===== config.mk =====
export PLATFORM = sky130hd
export DESIGN_NAME = fetch_prefetch_queue
export DESIGN_NICKNAME = d
export VERILOG_FILES = /design/src/rtl/fetch_prefetch_queue.sv
export SDC_FILE = /design/constraint.sdc
export NUM_CORES = 1
export LEC_CHECK = 0
export CAP_MARGIN = 20
export CORE_UTILIZATION = 44
export CTS_CLUSTER_SIZE = 30
export DETAILED_ROUTE_END_ITERATION = 10
export PLACE_DENSITY = 0.62
export SLEW_MARGIN = 15
export SYNTH_ARGS = -nofsm -noshare
export SYNTH_HDL_FRONTEND = slang
export SYNTH_SLANG_ARGS = --single-unit

===== constraint.sdc =====
create_clock -name clock -period 9.95 [get_ports clock]
set_input_delay 1.99 -clock clock [delete_from_list [all_inputs] [get_ports clock]]
set_output_delay 1.99 -clock clock [all_outputs]
set_load 0.05 [all_outputs]

===== src/rtl/fetch_prefetch_queue.sv =====
// Sequential instruction prefetcher with PC-tagged response queue and redirect flush.
// Optional FETCH_PERF_CNT_EN adds saturating flush/empty event counters.
module fetch_prefetch_queue #(
   parameter int          DEPTH           = 4,
   parameter int          MAX_OUTSTANDING = 2,
   parameter logic [31:0] RESET_PC        = 32'h0000_0000
) (
   input  logic        clock,
   input  logic        reset,
   output logic        imem_req_valid,
   output logic [31:0] imem_req_addr,
   input  logic        imem_req_ready,
   input  logic        imem_rsp_valid,
   input  logic [31:0] imem_rsp_inst,
   input  logic        stall,
   input  logic        br_taken,
   input  logic [31:0] br_target,
   output logic        fetch_valid,
   output logic [31:0] fetch_pc,
   output logic [31:0] fetch_inst
`ifdef FETCH_PERF_CNT_EN
   ,
   output logic [31:0] flush_count,
   output logic [31:0] empty_count
`endif
);

   localparam int PW = $clog2(DEPTH);
   localparam int CW = $clog2(DEPTH + 1) + 1;
   localparam int TW = (MAX_OUTSTANDING > 1) ? $clog2(MAX_OUTSTANDING) : 1;
   localparam logic [TW-1:0] TLAST = TW'(MAX_OUTSTANDING - 1);
   localparam logic [31:0]   NOP   = 32'h0000_0013;

   logic [31:0]   r_q_pc   [DEPTH];
   logic [31:0]   r_q_inst [DEPTH];
   logic [31:0]   r_tag    [MAX_OUTSTANDING];
   logic [PW-1:0] r_wr;
   logic [PW-1:0] r_rd;
   logic [TW-1:0] r_tw;
   logic [TW-1:0] r_tr;
   logic [CW-1:0] r_occ;
   logic [CW-1:0] r_out;
   logic [CW-1:0] r_drop;
   logic [31:0]   r_req_pc;

   logic          w_room;
   logic          w_fire;
   logic          w_rsp;
   logic          w_keep;
   logic          w_pop;
   logic [TW-1:0] w_tw_nxt;
   logic [TW-1:0] w_tr_nxt;

   // Occupancy plus in-flight never exceeds DEPTH, so queue cannot overflow.
   assign w_room = (r_out < CW'(MAX_OUTSTANDING))
                 && ((r_occ + r_out) < CW'(DEPTH));

   assign imem_req_valid = !reset && !br_taken && w_room;
   assign imem_req_addr  = r_req_pc;
   assign w_fire         = imem_req_valid && imem_req_ready;

   // Responses with nothing outstanding are protocol errors and ignored.
   assign w_rsp  = imem_rsp_valid && (r_out != '0);
   assign w_keep = w_rsp && (r_drop == '0) && !br_taken;

   assign fetch_valid = !reset && !br_taken && (r_occ != '0);
   assign fetch_pc    = fetch_valid ? r_q_pc[r_rd]   : 32'h0;
   assign fetch_inst  = fetch_valid ? r_q_inst[r_rd] : NOP;
   assign w_pop       = fetch_valid && !stall;

   assign w_tw_nxt = (r_tw == TLAST) ? '0 : r_tw + TW'(1);
   assign w_tr_nxt = (r_tr == TLAST) ? '0 : r_tr + TW'(1);

   always_ff @(posedge clock) begin
      if (w_fire) begin
         r_tag[r_tw] <= r_req_pc;
      end
      if (w_keep) begin
         r_q_pc[r_wr]   <= r_tag[r_tr];
         r_q_inst[r_wr] <= imem_rsp_inst;
      end
   end

   always_ff @(posedge clock) begin
      if (reset) begin
         r_wr     <= '0;
         r_rd     <= '0;
         r_tw     <= '0;
         r_tr     <= '0;
         r_occ    <= '0;
         r_out    <= '0;
         r_drop   <= '0;
         r_req_pc <= RESET_PC;
      end else begin
         if (w_fire) begin
            r_tw <= w_tw_nxt;
         end
         if (w_rsp) begin
            r_tr <= w_tr_nxt;
         end
         r_out <= r_out + CW'(w_fire) - CW'(w_rsp);
         if (br_taken) begin
            r_wr     <= '0;
            r_rd     <= '0;
            r_occ    <= '0;
            r_req_pc <= {br_target[31:2], 2'b00};
            r_drop   <= r_out - CW'(w_rsp);
         end else begin
            if (w_fire) begin
               r_req_pc <= r_req_pc + 32'd4;
            end
            if (w_rsp && (r_drop != '0)) begin
               r_drop <= r_drop - CW'(1);
            end
            if (w_keep) begin
               r_wr <= r_wr + PW'(1);
            end
            if (w_pop) begin
               r_rd <= r_rd + PW'(1);
            end
            r_occ <= r_occ + CW'(w_keep) - CW'(w_pop);
         end
      end
   end

`ifdef FETCH_PERF_CNT_EN
   logic [31:0] r_flush;
   logic [31:0] r_empty;

   always_ff @(posedge clock) begin
      if (reset) begin
         r_flush <= '0;
         r_empty <= '0;
      end else begin
         if (br_taken && (r_flush != '1)) begin
            r_flush <= r_flush + 32'd1;
         end
         if (!fetch_valid && (r_empty != '1)) begin
            r_empty <= r_empty + 32'd1;
         end
      end
   end

   assign flush_count = r_flush;
   assign empty_count = r_empty;
`endif

endmodule

==> impl_metrics.py <==
metrics = {
    "clocking": {
        "post_cts_buffers": 0,
        "cts-resized-gates": 0,
        "htree_levels": 2,
        "cts-buffers-inserted": 38,
        "clock_latency_ns": 0.53,
        "root_buffer": "clkbuf_16",
        "clk_pin_slew_ns": 0.06,
        "cts_tree": "yes",
        "cts_sinks": 359,
        "cts_hold_buf": 0,
        "cts.path.max_buffers": 3,
    },
    "critical_path": {
        "cp-end-kind": "output pin",
        "path_cells": "clkdlybuf4s50_1, buf_4, or2_2, a21o_2, buf_4, or2_2, clkdlybuf4s50_1",
        "cp_slowest_stage_delay_ns": 0.79,
        "cp_max_fo": 33,
        "worstSetupStartpointType": "input port",
        "cpLargestDelayFamily": "buffers and inverters",
        "crit_path_top_delay_cell": "clkdlybuf4s50_1",
        "cp.required_ns": 7.96,
        "path_class": "input port to output pin",
        "path_buf_inv": 4,
        "critPathArrivalTime_ns": 5.30,
    },
    "routing": {
        "avgRoutedWirePerCell_um": 20.36,
        "dr.first_iter.drc_count": 500,
        "remaining_drc_errors": 0,
        "drt_pre_antenna_iters": 5,
        "ant_nets": 0,
        "wl_um": 30320,
        "num_vias": 7895,
        "via_per_inst": 5.302,
    },
    "place": {
        "portBuffers": 161,
        "place_ws_ns": 2.575,
        "dp_hpwl_um": 17570,
        "placed_cell_area_um2": 16640,
        "gp_congestion": 0.8118,
    },
    "floorplan": {
        "rows": 66,
        "fp.dieH_um": 183.9,
        "die_area_um2": 33830,
        "pin_count": 168,
        "core-area_um2": 32540,
        "die_w_um": 183.9,
        "initial_core_util": 0.4476,
    },
    "timing": {
        "period_share": 0.7328,
        "skew_ns": 0.02314,
        "fin_crit_ns": 7.291,
        "setup_ws_ns": 2.659,
        "slew_headroom": 0.2814,
        "setup_viol": 0,
        "hold_viol": 0,
        "max_freq_mhz": 137.1,
        "rsz0062_at_grt": "no",
        "setup_tns_ns": 0,
        "tightestPinTransition_ns": 1.074,
        "slew_violations": 0,
    },
    "final_layout": {
        "fin_area_um2": 17900,
        "diodes": 0,
        "areaGrowthSynthToFinish_pct": 22.88,
        "final_nets": 1111,
        "drive_gt1_frac": 0.1719,
    },
    "logic_synthesis": {
        "yosysTopAreaCell": "edfxtp_1",
        "ys.flop_type": "edfxtp_1",
        "ys_top_cells_by_count": "308 x edfxtp_1, 62 x mux4_2, 60 x nor2b_1",
        "ys_async_sr_fraction": 0,
        "yosys-top-cells-area": "edfxtp_1 64%, mux4_2 9.6%, dfxtp_1 7.0%",
        "synth_top_area_share": 0.6351,
        "yosysMostFrequentCell": "edfxtp_1",
        "synthCells": 850,
        "syn_avg_cell_area_um2": 17.13,
        "yosysUniqueCellTypes": 54,
        "yosysWarnings": 0,
        "ys_seq_area_frac": 0.7052,
        "synth_edf_count": 308,
        "syn_area_um2": 14560,
        "ys_ff_latch": 359,
    },
    "global_route": {
        "grt_pass1_wl_um": 46190,
        "antenna_found_initial": 0,
        "grt_pass1_vias": 7826,
        "grt_max_degree": 63,
        "grt_overflow": 0,
        "gr-usage-all-layers": 0.1826,
    },
    "outcome": {
        "outcome": "completed",
    },
    "worst_hold_path": {
        "hold_class": "flop to flop",
    },
    "power": {
        "p_leak_nw": 5.674,
        "power_density_nw_per_um2": 204.7,
        "ir_worst_vdd_mv": 0.1135,
    },
    "flow_run": {
        "maxCapViolCount": 0,
    },
}
-- metal layers --
metal / global-route usage / routed length (µm) / part of all wire
met5: 0 / 0 / 0
met4: 0.05267 / 602 / 0.020
met3: 0.03368 / 1609 / 0.053
met2: 0.2902 / 14180 / 0.47
met1: 0.2572 / 13930 / 0.46
-- final timing paths --
path	slack, ns	endpoint	cells after the start	startpoint
worst max-delay path	2.66	fetch_inst[4]	7	reset
worst min-delay path	0.51	flop	2	r_tr
worst max register to register	6.60	r_q_inst[2][0]	6	r_out[2]
worst min register to register	0.51	flop	2	r_tr
-- state kept, by name, summed over array words and instances (netlist names), named ones only --
name and count:
r_rd 2, r_tag 60, r_out 4, r_wr 2
r_tr 1, imem_req_addr 30, r_q_inst 128, r_q_pc 120
r_occ 4, r_drop 4, r_tw 1
-- stage by stage --
| stage | hold slack, ns | instances | power (mW) | util |
|---|---|---|---|---|
| floorplan | 0.4725 | 853 | 2.135 | - |
| global placement | 0.4850 | 1420 | 2.276 | 0.5115 |
| detailed placement | 0.4923 | 1420 | 2.286 | 0.5115 |
| CTS | 0.5148 | 1489 | 3.699 | 0.5500 |
| global route | 0.5487 | 1489 | 3.810 | 0.5500 |
| finish | 0.5110 | 1489 | 3.663 | 0.5500 |
-- cell families (layout without fill, tap and decap cells) --
logic type	after synthesis	count (layout)	share of synthesized area
AOI/OAI and AO/OA	55	55	0.03015
xor gates and xnor gates	16	16	0.009622
DFF	359	359	0.7052
buffers and inverters	72	266	0.01967
adders and majority gates	23	23	0.02079
and+or+nand+nor	214	214	0.08187
muxes	110	110	0.1325
other	1	4	0.0002575
-- worst min-delay path: stages, from the launching register on --
cell and delay, ns:
dfxtp_1 0.33, xor2_1 0.08, nor2_1 0.07
-- cells in the final DEF (no fill, tap or decap), types with 3 or more instances in the layout --
cell type / synthesis / layout
a32oi_1: 5 / 5
a21oi_1: 5 / 5
nor3_1: 15 / 15
xnor2_1: 12 / 12
nor4_1: 5 / 5
xor2_1: 4 / 4
conb_1: 1 / 4
o21ai_0: 3 / 3
nand3_1: 19 / 19
nor2_1: 35 / 34
and3_1: 7 / 7
nand2b_1: 3 / 3
nand2_1: 23 / 23
clkbuf_1: 31 / 7
clkdlybuf4s50_1: 0 / 161
bufinv_16: 0 / 4
clkinv_1: 2 / 12
a221o_1: 13 / 13
and4_1: 5 / 5
mux4_2: 62 / 62
or2_2: 5 / 5
edfxtp_1: 308 / 308
mux2i_1: 9 / 9
nor2b_1: 60 / 60
and2_4: 0 / 4
o311ai_0: 5 / 5
nand4_1: 10 / 10
clkbuf_16: 0 / 41
mux2_2: 38 / 38
clkinv_2: 0 / 6
a21o_1: 4 / 3
or4_1: 5 / 5
inv_1: 26 / 26
a31oi_1: 8 / 8
or3_1: 5 / 5
ha_1: 21 / 21
nor3b_1: 4 / 4
dfxtp_1: 51 / 48
buf_4: 4 / 8
-- cell type report --
cell class / count / area [µm²]
tap: 442 / 553.0
multi-input combinational: 422 / 4034
sequential: 359 / 10280
clock buffer: 49 / 1066
fill: 2634 / 14640
clock inverter: 20 / 187.7
inverter: 28 / 105.1
timing repair buffer: 169 / 1672
-- report_power, final --
part | switching (mW) | internal (mW) | leakage (nW) | total, mW
clock | 0.554 | 0.857 | 0.616 | 1.41
sequential | 0.0673 | 1.74 | 3.21 | 1.81
combinational | 0.235 | 0.206 | 1.85 | 0.441
Note: power is estimated with default switching activity, not from simulation.
